File: config.mk
export PLATFORM = sky130hd
export DESIGN_NAME = uart_port_fifo
export DESIGN_NICKNAME = d
export VERILOG_FILES = /design/src/rtl/uart_port_fifo.sv
export SDC_FILE = /design/constraint.sdc
export NUM_CORES = 1
export LEC_CHECK = 0
export BUFFER_PORTS_ARGS = -buffer_cell sky130_fd_sc_hd__buf_2
export CAP_MARGIN = 20
export CORE_MARGIN = 1
export CORE_UTILIZATION = 29
export CTS_BUF_LIST = sky130_fd_sc_hd__clkbuf_4
export CTS_CLUSTER_SIZE = 16
export DETAILED_ROUTE_END_ITERATION = 6
export PLACE_DENSITY = 0.44
export SYNTH_ARGS = -nofsm -noshare
export SYNTH_HDL_FRONTEND = slang
export SYNTH_SLANG_ARGS = --single-unit
File: constraint.sdc
create_clock -name clk -period 9.3 [get_ports clk]
set_input_delay 0.465 -clock clk [delete_from_list [all_inputs] [get_ports clk]]
set_output_delay 0.465 -clock clk [all_outputs]
set_load 0.02 [all_outputs]
File: src/rtl/uart_port_fifo.sv
// 16550-lite UART register window on the CPU port bus with RX/TX FIFOs,
// sticky overrun, a three-state transmit launcher and a registered interrupt.
module uart_port_fifo #(
  parameter logic [11:0] BASE_ADDR = 12'h3F8,
  parameter int          RX_DEPTH  = 16,
  parameter int          TX_DEPTH  = 16
) (
  input  logic        clk,
  input  logic        reset,
  input  logic [11:0] port_addr,
  input  logic        ReadReq,
  input  logic        WriteReq,
  input  logic [31:0] write_data,
  output logic [31:0] read_data,
  output logic        DataValid,
  output logic [7:0]  uart_tx_data,
  output logic        uart_tx_start,
  input  logic        uart_tx_busy,
  input  logic [7:0]  uart_rx_data,
  input  logic        uart_rx_recv,
  output logic        irq
);

  localparam int RXA = $clog2(RX_DEPTH);
  localparam int TXA = $clog2(TX_DEPTH);
  localparam logic [RXA:0] RX_FULL = RX_DEPTH[RXA:0];
  localparam logic [TXA:0] TX_FULL = TX_DEPTH[TXA:0];

  typedef enum logic [1:0] {IDLE, START, HOLD} tx_state_t;

  tx_state_t    tx_state, tx_state_nxt;
  logic         req_q;
  logic [1:0]   ier, ier_nxt;
  logic [7:0]   scr;
  logic         oe, oe_nxt, oe_set;

  logic [7:0]   rx_mem [RX_DEPTH];
  logic [RXA-1:0] rx_wp, rx_rp;
  logic [RXA:0] rx_count, rx_count_nxt;
  logic         rx_push, rx_pop, rx_full;

  logic [7:0]   tx_mem [TX_DEPTH];
  logic [TXA-1:0] tx_wp, tx_rp;
  logic [TXA:0] tx_count, tx_count_nxt;
  logic         tx_push, tx_go, tx_full;
  logic [7:0]   tx_head;

  logic [11:0]  offset;
  logic         in_win, txn, rd_en, wr_en;
  logic         sel_rbr, sel_ier, sel_lsr, sel_scr;
  logic         dr, thre, temt;
  logic [7:0]   iir, lsr, rd_byte;
  logic         unused_bits;

  assign unused_bits = ^write_data[31:8];

  // Decode: a transaction is the first cycle of a request level.
  assign offset  = port_addr - BASE_ADDR;
  assign in_win  = (offset < 12'd8);
  assign txn     = (ReadReq | WriteReq) & ~req_q;
  assign rd_en   = txn & ReadReq;
  assign wr_en   = txn & WriteReq & ~ReadReq;
  assign sel_rbr = in_win & (offset[2:0] == 3'd0);
  assign sel_ier = in_win & (offset[2:0] == 3'd1);
  assign sel_lsr = in_win & (offset[2:0] == 3'd5);
  assign sel_scr = in_win & (offset[2:0] == 3'd7);

  // Status and register read mux (pre-update view of state).
  assign dr   = (rx_count != '0);
  assign thre = (tx_count == '0);
  assign temt = thre & ~uart_tx_busy & (tx_state == IDLE);
  assign lsr  = {1'b0, temt, thre, 3'b000, oe, dr};
  assign iir  = (ier[0] & dr)   ? 8'h04 :
                (ier[1] & thre) ? 8'h02 : 8'h01;

  always_comb begin
    rd_byte = 8'h00;
    if (in_win) begin
      case (offset[2:0])
        3'd0:    rd_byte = dr ? rx_mem[rx_rp] : 8'h00;
        3'd1:    rd_byte = {6'b0, ier};
        3'd2:    rd_byte = iir;
        3'd5:    rd_byte = lsr;
        3'd7:    rd_byte = scr;
        default: rd_byte = 8'h00;
      endcase
    end
  end

  // RX FIFO: a full FIFO still accepts a byte when the head leaves the same cycle.
  assign rx_full      = (rx_count == RX_FULL);
  assign rx_pop       = rd_en & sel_rbr & dr;
  assign rx_push      = uart_rx_recv & (~rx_full | rx_pop);
  assign oe_set       = uart_rx_recv & rx_full & ~rx_pop;
  assign oe_nxt       = oe_set | (oe & ~(rd_en & sel_lsr));
  assign rx_count_nxt = rx_count + {{RXA{1'b0}}, rx_push} - {{RXA{1'b0}}, rx_pop};

  // TX FIFO: a THR write into an empty FIFO can launch in the same cycle.
  assign tx_full      = (tx_count == TX_FULL);
  assign tx_push      = wr_en & sel_rbr & ~tx_full;
  assign tx_go        = (tx_state == IDLE) & ~uart_tx_busy & (~thre | tx_push);
  assign tx_head      = thre ? write_data[7:0] : tx_mem[tx_rp];
  assign tx_count_nxt = tx_count + {{TXA{1'b0}}, tx_push} - {{TXA{1'b0}}, tx_go};

  assign ier_nxt = (wr_en & sel_ier) ? write_data[1:0] : ier;

  always_comb begin
    tx_state_nxt = tx_state;
    case (tx_state)
      IDLE:    if (tx_go) tx_state_nxt = START;
      START:   tx_state_nxt = HOLD;
      HOLD:    tx_state_nxt = IDLE;
      default: tx_state_nxt = IDLE;
    endcase
  end

  always_ff @(posedge clk) begin
    if (rx_push) rx_mem[rx_wp] <= uart_rx_data;
    if (tx_push) tx_mem[tx_wp] <= write_data[7:0];
  end

  always_ff @(posedge clk) begin
    if (reset) begin
      req_q         <= 1'b0;
      DataValid     <= 1'b0;
      read_data     <= 32'h0;
      ier           <= 2'b00;
      scr           <= 8'h00;
      oe            <= 1'b0;
      rx_wp         <= '0;
      rx_rp         <= '0;
      rx_count      <= '0;
      tx_wp         <= '0;
      tx_rp         <= '0;
      tx_count      <= '0;
      tx_state      <= IDLE;
      uart_tx_data  <= 8'h00;
      uart_tx_start <= 1'b0;
      irq           <= 1'b0;
    end else begin
      req_q     <= ReadReq | WriteReq;
      DataValid <= ReadReq | WriteReq;
      if (rd_en) read_data <= {24'h0, rd_byte};
      ier <= ier_nxt;
      if (wr_en & sel_scr) scr <= write_data[7:0];
      oe <= oe_nxt;
      if (rx_push) rx_wp <= rx_wp + 1'b1;
      if (rx_pop)  rx_rp <= rx_rp + 1'b1;
      rx_count <= rx_count_nxt;
      if (tx_push) tx_wp <= tx_wp + 1'b1;
      if (tx_go)   tx_rp <= tx_rp + 1'b1;
      tx_count <= tx_count_nxt;
      tx_state <= tx_state_nxt;
      if (tx_go) uart_tx_data <= tx_head;
      uart_tx_start <= tx_go;
      irq <= (ier_nxt[0] & (rx_count_nxt != '0)) | (ier_nxt[1] & (tx_count_nxt == '0));
    end
  end

endmodule

Word-level counts from Yosys, hierarchy flattened
Memory sizes are Yosys's and may differ from the RTL's. A register that Yosys moved wholly into a read port is not among the register bits.
Cells that the tools add are included.
Cells by class
  add/subtract/negate cells: 9
  $lt $le $gt $ge: 1
  equality and inequality tests: 8
  mux-type cells: 17
  bitwise operators: 40
  reduce and logical (&&, ||, !) cells: 6
Operators by type and width (count)
  $pmux W8 S5: 1
  $and A1 B1 Y1: 27
  $mux W8: 3
  $add A4 B1 Y4 const B: 4
  $mux W4: 4
  $lt A12 B4 Y1 const B: 1
  $sub A12 B10 Y12 const B: 1
  $add A5 B1 Y5: 2
  $eq A5 B5 Y1 const B: 2
  $logic_not A5 Y1: 2
  $reduce_bool A5 Y1: 2
  $sub A5 B1 Y5: 2
  $not A1 Y1: 8
  $eq A3 B3 Y1 const B: 2
  $mux W2: 3
  $or A1 B1 Y1: 5
  $mux W1: 4
  $pmux W2 S2: 1
  $eq A3 B1 Y1 const B: 1
  $eq A3 B2 Y1 const B: 1
  $logic_not A3 Y1: 1
  $mux W3: 1
  $eq A2 B1 Y1 const B: 1
  $logic_not A2 Y1: 1
  $ne A2 B2 Y1 const B: 1
Word-level totals
  bits in registers: 58
  memory bits (writable): 256
  bits of input ports: 58
  word-level logic and storage cells: 98
  memories kept: 2
Memory list
  rx_mem: words 16, bits a word 8, rd ports 1, clocked after memory_dff 1, wr ports 1, line 37  | logic [7:0] rx_mem [RX_DEPTH];
  tx_mem: words 16, bits a word 8, rd ports 1, clocked after memory_dff 1, wr ports 1, line 42  | logic [7:0] tx_mem [TX_DEPTH];

Depth between registers and ports, before layout
Gate-level depths: netlist of run 1.
  depth in word-level cells: 12
  depth in mapped cells: 19
  depth with buffers taken out: 17

Worst setup path after synthesis of run 1
No wires, ideal clock.
  kind: input port to flip-flop
  start point: input port_addr[3]
  end point: register irq
  library setup time: 0.132 ns
  arrival: 3.607 ns
  setup slack: 5.561 ns
  cell stages on the path: 17
  path buffers: 1
  path through: ha_1 -> or3b_1 -> nor2_1 -> nand4_4 -> a21boi_2 -> buf_2 -> inv_1 -> ha_1 -> inv_1 -> ha_1 -> inv_1 -> fa_1 -> nand2b_1 -> a21oi_1 -> or3_1 -> and4_1 -> o32ai_1
Between the ends
  word-level cells in the longest chain between the ends: 12
  elaborated cells on any way between the ends: 23
RTL lines
  start, declared: line 10  | input logic [11:0] port_addr,
  $sub A12 B10 Y12 (*): line 58  | assign offset = port_addr - BASE_ADDR;
  $lt A12 B4 Y1 (*): line 59  | assign in_win = (offset < 12'd8);
  $and A1 B1 Y1: line 63  | assign sel_rbr = in_win & (offset[2:0] == 3'd0);
  $and A1 B1 Y1 (2 in series): line 92  | assign rx_pop = rd_en & sel_rbr & dr;
  $or A1 B1 Y1: line 93  | assign rx_push = uart_rx_recv & (~rx_full | rx_pop);
  $and A1 B1 Y1: line 93
  $add A5 B1 Y5: line 96  | assign rx_count_nxt = rx_count + {{RXA{1'b0}}, rx_push} - {{RXA{1'b0}}, rx_pop};
  $sub A5 B1 Y5: line 96
  $reduce_bool A5 Y1: line 156  | irq <= (ier_nxt[0] & (rx_count_nxt != '0)) | (ier_nxt[1] & (tx_count_nxt == '0));
  $and A1 B1 Y1: line 156
  $or A1 B1 Y1 (*): line 156
  end signal, assigned: line 156
  end, declared: line 21  | output logic irq
Mark *: on every way between the ends. The rest lies on a longest branch, timed or not.
A chain may end at the register's enable or synchronous reset.

Worst setup path after layout of run 1
  start point: register rx_count[3]
  end point: register irq
Between the ends
  word-level cells in the longest chain between the ends: 9
  elaborated cells on any way between the ends: 11
RTL lines
  start, declared: line 39  | logic [RXA:0] rx_count, rx_count_nxt;
  start signal, assigned: line 149  | rx_count <= rx_count_nxt;
  $reduce_bool A5 Y1 / $eq A5 B5 Y1 (equally long branches): line 69, 91
  $and A1 B1 Y1 / $not A1 Y1 (equally long branches): line 92, 93
  $or A1 B1 Y1: line 93
  $and A1 B1 Y1: line 93
  $add A5 B1 Y5: line 96
  $sub A5 B1 Y5 (*): line 96
  $reduce_bool A5 Y1 (*): line 156
  $and A1 B1 Y1 (*): line 156
  $or A1 B1 Y1 (*): line 156
Marked as above.

==> results.sh, run 1 <==
export IMPL_initial_utilization_pct=29.6
export IMPL_synth_top_family_by_area="multiplexers"
export IMPL_routed_wl_um=31000
export IMPL_vias=7293
export IMPL_multi_input_area_um2=4100
export IMPL_ys_async_sr_fraction_pct=0
export IMPL_grt_max_degree=70
export IMPL_die_h_um=218
export IMPL_io_buffers=52
export IMPL_root_buffer="clkbuf_4"
export IMPL_synth_seq_cells=322
export IMPL_hold_path_depth=1
export IMPL_synth_ff_type="edfxtp_1"
export IMPL_drtIter0Drc=395
export IMPL_synth_distinct_cells=61
export IMPL_fmax_mhz=256
export IMPL_cap_violations=0
export IMPL_rows=78
export IMPL_synth_warnings=0
export IMPL_syn_inst=814
export IMPL_cts_sinks=322
export IMPL_hp_class="input port to flop"
export IMPL_worst_clock_skew_ns=0.0519
export IMPL_finalInstanceArea_um2=15600
export IMPL_cts_made_buffers=88
export IMPL_syn2layout_area_growth_pct=16.1
export IMPL_synthMuxAreaShare_pct=15.2
export IMPL_top_layer_used="met4"
export IMPL_seqCellArea_um2=9010
export IMPL_end_kind="flop"
export IMPL_mostFrequentLayoutCells="edfxtp_1 (256), clkbuf_4 (136), mux4_2 (67)"
export IMPL_synthAdderAreaFrac_pct=2.34
export IMPL_peakVddDrop_mv=0.100
export IMPL_grt_setup_unrepaired="false"
export IMPL_crit_top_cell="inv_1"
export IMPL_synth_seq_area_share_pct=66.9
export IMPL_dieWidth_um=218
export IMPL_drc=0
export IMPL_grt_pass1_vias=7682
export IMPL_antenna_found_initial=2
export IMPL_io_pins=101
export IMPL_tightest_slew_ns=0.943
export IMPL_status="completed"
export IMPL_post_route_util_pct=34.3
export IMPL_wl_met1_um=13800
export IMPL_hp_start="write_data[3]"
export IMPL_setup_tns_ns=0
export IMPL_mostFrequentLayoutCell="edfxtp_1"
export IMPL_drive_above_1_share_pct=30.1
export IMPL_dp_hpwl_um=19400
export IMPL_synthXorXnorAreaFrac_pct=0.585
export IMPL_fin_crit_sh_pct=41.9
export IMPL_grt_usage_pct=13.6
export IMPL_grt_pass1_wl_um=47100
export IMPL_synth_edff_count=256
export IMPL_min_period_ns=3.90
export IMPL_antenna_left=0
export IMPL_dr_pass1_iters=5
export IMPL_met2_length_um=14900
export IMPL_wl_met3_um=1630
export IMPL_setup_viol=0
export IMPL_postSynthAreaPerCell_um2=16.6
export IMPL_yosys_area_share_simple_pct=7.25
export IMPL_clk_latency_ns=0.81
export IMPL_hold_viol_final=0
export IMPL_crit_buf_inv=4
export IMPL_max_slew_margin_rel_pct=37.0
export IMPL_overflow=0
export IMPL_crit_cells=17
export IMPL_cts_buffer_depth=3
export IMPL_critPathLaunch="rx_count[3]$_SDFF_PP0_"
export IMPL_crit_fanout=15
export IMPL_drv_slew=0
export IMPL_nets=1021
export IMPL_start_kind="flop"
export IMPL_placed_area_um2=14300
export IMPL_vias_per_cell=4.51
export IMPL_syn_area_um2=13500
export IMPL_r2r_start="rx_count[3]$_SDFF_PP0_"
export IMPL_power_density_nw_per_um2=229
export IMPL_routedWlPerCell_um=19.2
export IMPL_path_cells="inv_1 -> ha_1 -> or4b_1 -> and2_1 -> nand4_4 -> a21boi_2 -> inv_1 -> ha_1 -> inv_1 -> ha_1 -> inv_1 -> fa_1 -> nand2b_1 -> a21oi_1 -> or3_1 -> and4_1 -> o32ai_1"
export IMPL_htreeDepth=3
export IMPL_crit_type="flop to flop"
export IMPL_synth_compound_area_share_pct=4.39
export IMPL_clkTransAtPathRegs_ns=0.06
export IMPL_post_cts_resize_count=0
export IMPL_crit_path_top_delay_cell="a21boi_2"
export IMPL_p_leak_nw=5.29
export IMPL_critPathArrivalTime_ns=4.56
export IMPL_core_um2=45600
export IMPL_critPathMaxStageDelay_ns=0.52
export IMPL_die_area_um2=47300
export IMPL_fillers=4403
export IMPL_path_delay_family="simple AND/OR/NAND/NOR gates"
export IMPL_reg2reg_depth=17
export IMPL_cp_required_ns=9.96
export IMPL_place_congestion=0.692
export IMPL_cts_tree="built"
export IMPL_total_power_mw=3.58
-- synth_stat cells, types with 10 or more instances --
cell	number	area share, %
nor2b_1	11	0.51
dfxtp_1	66	9.8
edfxtp_1	256	57
mux2i_1	42	3.1
nor3_1	16	0.59
inv_1	28	0.78
nor2_1	52	1.4
ha_1	22	2.0
mux4_2	67	11
and3_1	11	0.51
buf_2	12	0.45
clkbuf_1	14	0.39
a21oi_1	17	0.63
buf_1	11	0.31
buf_4	25	1.4
mux2_2	10	0.84
nand2_1	29	0.81
-- final cells by class --
class | instances | area share [%]
multi-input combinational | 424 | 26.2
antenna | 5 | 0.0800
sequential | 322 | 57.6
timing repair buffer | 75 | 2.99
inverter | 28 | 0.672
tap | 600 | 4.80
clock buffer | 136 | 6.52
clock inverter | 27 | 1.18
-- worst register-to-register path, cell delays in order, from the launching register on --
cell and delay, ns:
dfxtp_1 0.36, inv_1 0.07, ha_1 0.19, or4b_1 0.32
and2_1 0.29, nand4_4 0.22, a21boi_2 0.53, inv_1 0.10
ha_1 0.30, inv_1 0.05, ha_1 0.15, inv_1 0.05
fa_1 0.38, nand2b_1 0.16, a21oi_1 0.17, or3_1 0.14
and4_1 0.20, o32ai_1 0.08
-- sequential cells by signal, indices dropped and copies added, names as in the netlist, 5 cells and up, named ones only --
signal	cells
scr	8
tx_count	5
rx_mem	128
tx_mem	128
read_data	8
uart_tx_data	8
rx_count	5
-- what timing repair did --
action,4_1_cts,5_1_grt
hold buffers,11,0
setup buffers,0,0
endpoints found under the hold margin,112,0
-- through the flow --
stage	cells	hold slack, ns	setup WS, ns
floorplan	837	0.416	5.56
global placement	1436	0.423	4.95
detailed placement	1438	0.434	4.96
CTS	1612	0.0479	5.35
global route	1617	0.0199	5.02
finish	1617	0.128	5.40
-- final timing paths --
path	to	slack, ns
worst min register to register	tx_state[1]$_SDFFE_PP0P_	0.44
worst max register to register	irq$_SDFF_PP0_	5.40
worst max-delay path	irq$_SDFF_PP0_	5.40
worst min-delay path	tx_mem[2][3]$_DFFE_PP_	0.13
-- routing by layer --
metal  up-vias  GRT usage (%)
met2       172           21.7
met5         -              0
met3        61           4.06
met4         0           5.00
li1       3453              -
met1      3607           17.3
-- where the power goes --
part           switching [mW]  internal [mW]
Sequential             0.0337           1.61
Combinational           0.331          0.256
Clock                   0.603          0.748
-- logic make-up (layout without fill, tap and decap cells) --
kind of cell    count (synthesis)  in the layout
buf+inv                        91            266
mux                           119            119
simple gates                  173            173
flops                         322            322
fa+ha+maj                      24             24
xor+xnor                        9              9
compound gates                 75             75
other cells                     1             29
(Power assumes the default switching activity.)
==> inputs of run 2 (changes only) <==
- ABC_AREA: not set -> 1
- PLACE_DENSITY: 0.44 -> 0.46
- clock period: 9.3 -> 3.45 ns (I/O delays scaled with it)
==> results.sh, run 2 <==
export IMPL_setup_viol=0
export IMPL_crit_fanout=7
export IMPL_dp_hpwl_um=21900
export IMPL_setup_tns_ns=0
export IMPL_wl_met1_um=16100
export IMPL_max_slew_margin_rel_pct=43.0
export IMPL_root_buffer="clkbuf_4"
export IMPL_path_cells="inv_1 -> ha_1 -> nand2_1 -> nor2_2 -> nand2_2 -> nand2_2 -> inv_4 -> nand4_2 -> nand3_2 -> nand2_2 -> ha_1 -> inv_1 -> ha_1 -> inv_1 -> fa_1 -> inv_1 -> a21oi_1 -> nor2_1 -> nor2_1 -> xor2_1 -> nand4_1 -> nand2_1 -> nand2_1"
export IMPL_crit_buf_inv=5
export IMPL_synth_seq_cells=322
export IMPL_io_pins=101
export IMPL_synth_top_area_share_pct=54.8
export IMPL_peakVddDrop_mv=0.243
export IMPL_drv_slew=0
export IMPL_ys_top_cells_by_area="edfxtp_1 (55%), dfxtp_1 (9.4%), nand2_1 (6.3%)"
export IMPL_crit_path_top_delay_cell="fa_1"
export IMPL_critPathArrivalTime_ns=3.74
export IMPL_synth_seq_area_share_pct=64.3
export IMPL_syn_area_um2=14000
export IMPL_overflow=0
export IMPL_mostFrequentLayoutCell="edfxtp_1"
export IMPL_clk_latency_ns=0.78
export IMPL_crit_top_cell="inv_1"
export IMPL_critPathMaxStageDelay_ns=0.40
export IMPL_synth_top_cell_by_area="edfxtp_1"
export IMPL_vias_per_cell=4.44
export IMPL_synth_warnings=0
export IMPL_layout_cells_non_filler=2196
export IMPL_antenna_left=0
export IMPL_dieWidth_um=222
export IMPL_placed_cells=2017
export IMPL_p_leak_nw=6.35
export IMPL_core_um2=47700
export IMPL_cts_tree="built"
export IMPL_routedWlPerCell_um=15.8
export IMPL_end_kind="flop"
export IMPL_grt_max_degree=68
export IMPL_status="completed"
export IMPL_start_kind="flop"
export IMPL_initial_utilization_pct=29.4
export IMPL_yosysMostFrequentCell="edfxtp_1"
export IMPL_cts_buffer_depth=3
export IMPL_rows=80
export IMPL_post_route_util_pct=34.5
export IMPL_grt_setup_unrepaired="false"
export IMPL_grt_pass1_vias=9832
export IMPL_power_density_nw_per_um2=589
export IMPL_ys_async_sr_fraction_pct=0
export IMPL_drtIter0Drc=600
export IMPL_die_area_um2=49200
export IMPL_drc=0
export IMPL_fillers=4888
export IMPL_vias=9758
export IMPL_postSynthAreaPerCell_um2=10.3
export IMPL_syn2layout_area_growth_pct=17.6
export IMPL_synth_ff_type="edfxtp_1"
export IMPL_path_delay_family="simple AND/OR/NAND/NOR gates"
export IMPL_cts_setup_buffers=0
export IMPL_antenna_found_initial=1
export IMPL_dr_pass1_iters=4
export IMPL_cts_sinks=322
export IMPL_wl_met3_um=1440
export IMPL_fmax_mhz=326
export IMPL_grt_pass1_wl_um=54800
export IMPL_cts_made_buffers=85
export IMPL_top_layer_used="met4"
export IMPL_grt_usage_pct=14.5
export IMPL_routed_wl_um=34700
export IMPL_die_h_um=222
export IMPL_crit_type="flop to flop"
export IMPL_synth_commonest_cells="edfxtp_1 (256), nand2_1 (234), nor2_1 (178)"
export IMPL_htreeDepth=3
export IMPL_syn_inst=1365
export IMPL_hp_class="input port to flop"
export IMPL_cap_violations=0
export IMPL_tightest_slew_ns=0.854
export IMPL_met2_length_um=16200
export IMPL_synth_edff_count=256
export IMPL_place_congestion=0.808
export IMPL_fin_crit_sh_pct=88.9
export IMPL_reg_top3="rx_mem: 128 flops, tx_mem: 128 flops"
export IMPL_synth_distinct_cells=41
export IMPL_worst_clock_skew_ns=0.0450
export IMPL_mostFrequentLayoutCells="edfxtp_1 (256), nand2_1 (233), nor2_1 (178)"
export IMPL_drive_above_1_share_pct=16.2
export IMPL_io_buffers=52
export IMPL_hold_viol_final=0
export IMPL_nets=1601
export IMPL_clkTransAtPathRegs_ns=0.07
export IMPL_cp_required_ns=4.12
export IMPL_min_period_ns=3.07
==> run 2: worst min-delay path: stages <==
cell	delay, ns
buf_2	0.10
nand2_1	0.05
nand2_1	0.05
nand2_1	0.11
nand4_4	0.17
nor3_1	0.05
nor2_1	0.13
==> run 2: cell families after synthesis <==
kind of cell,count (synthesis),synth area share [%]
DFF,322,64.3
and+or+nand+nor,572,17.4
adders and majority gates,24,2.25
other,1,0.0268
xor gates and xnor gates,13,0.812
buffers and inverters,231,7.10
AOI/OAI and AO/OA,202,8.17
==> run 2: final timing paths <==
check                      startpoint                  endpoint  slack (ns)  cells after the start
min reg2reg  tx_state[1]$_SDFFE_PP0P_  tx_state[1]$_SDFFE_PP0P_        0.43                      1
max            rx_count[3]$_SDFF_PP0_            irq$_SDFF_PP0_        0.38                     23
min                      port_addr[4]         ier[0]$_SDFF_PP0_        0.09                      7
max reg2reg    rx_count[3]$_SDFF_PP0_            irq$_SDFF_PP0_        0.38                     23
==> run 2: per-layer routing <==
| metal | up-vias | global-route usage [%] |
|---|---|---|
| met5 | - | 0 |
| met1 | 4557 | 18.8 |
| li1 | 4937 | - |
| met4 | 0 | 6.16 |
| met3 | 75 | 3.22 |
| met2 | 189 | 23.2 |
==> run 2: stage by stage <==
stage / power [mW] / setup slack [ns] / hold slack (ns) / cell area, um2
2_1_floorplan: 5.81 / 0.531 / 0.271 / 14100
3_5_place_dp: 6.34 / 0.323 / 0.421 / 15100
6_report: 9.72 / 0.382 / 0.0927 / 16500
3_3_place_gp: 6.32 / 0.330 / 0.416 / 15100
5_1_grt: 10.3 / 0.0314 / 0.0904 / 16500
4_1_cts: 9.90 / 0.316 / 0.00118 / 16500
==> run 2: area by class of cell <==
| class | instances | area [um2] | area share, % |
|---|---|---|---|
| clock inverters | 21 | 168 | 1.02 |
| well taps | 615 | 769 | 4.67 |
| repair buffers | 126 | 916 | 5.55 |
| multi-input cells | 835 | 4100 | 24.9 |
| diodes | 1 | 2.50 | 0.0152 |
| clock buffers | 127 | 953 | 5.78 |
| inverters | 149 | 564 | 3.42 |
| flip-flops and latches | 322 | 9010 | 54.7 |
==> run 2: timing repair <==
action,in CTS,in global routing
hold buffers,30,0
endpoints found under the hold margin,318,0
gates resized for setup,0,1
endpoints found under the setup margin,0,1
==> run 2: where the power goes <==
group	internal, mW	switching (mW)	total, mW
sequential	4.35	0.141	4.49
clock	1.90	1.57	3.46
combinational	0.606	1.17	1.77
total	6.85	2.87	9.72
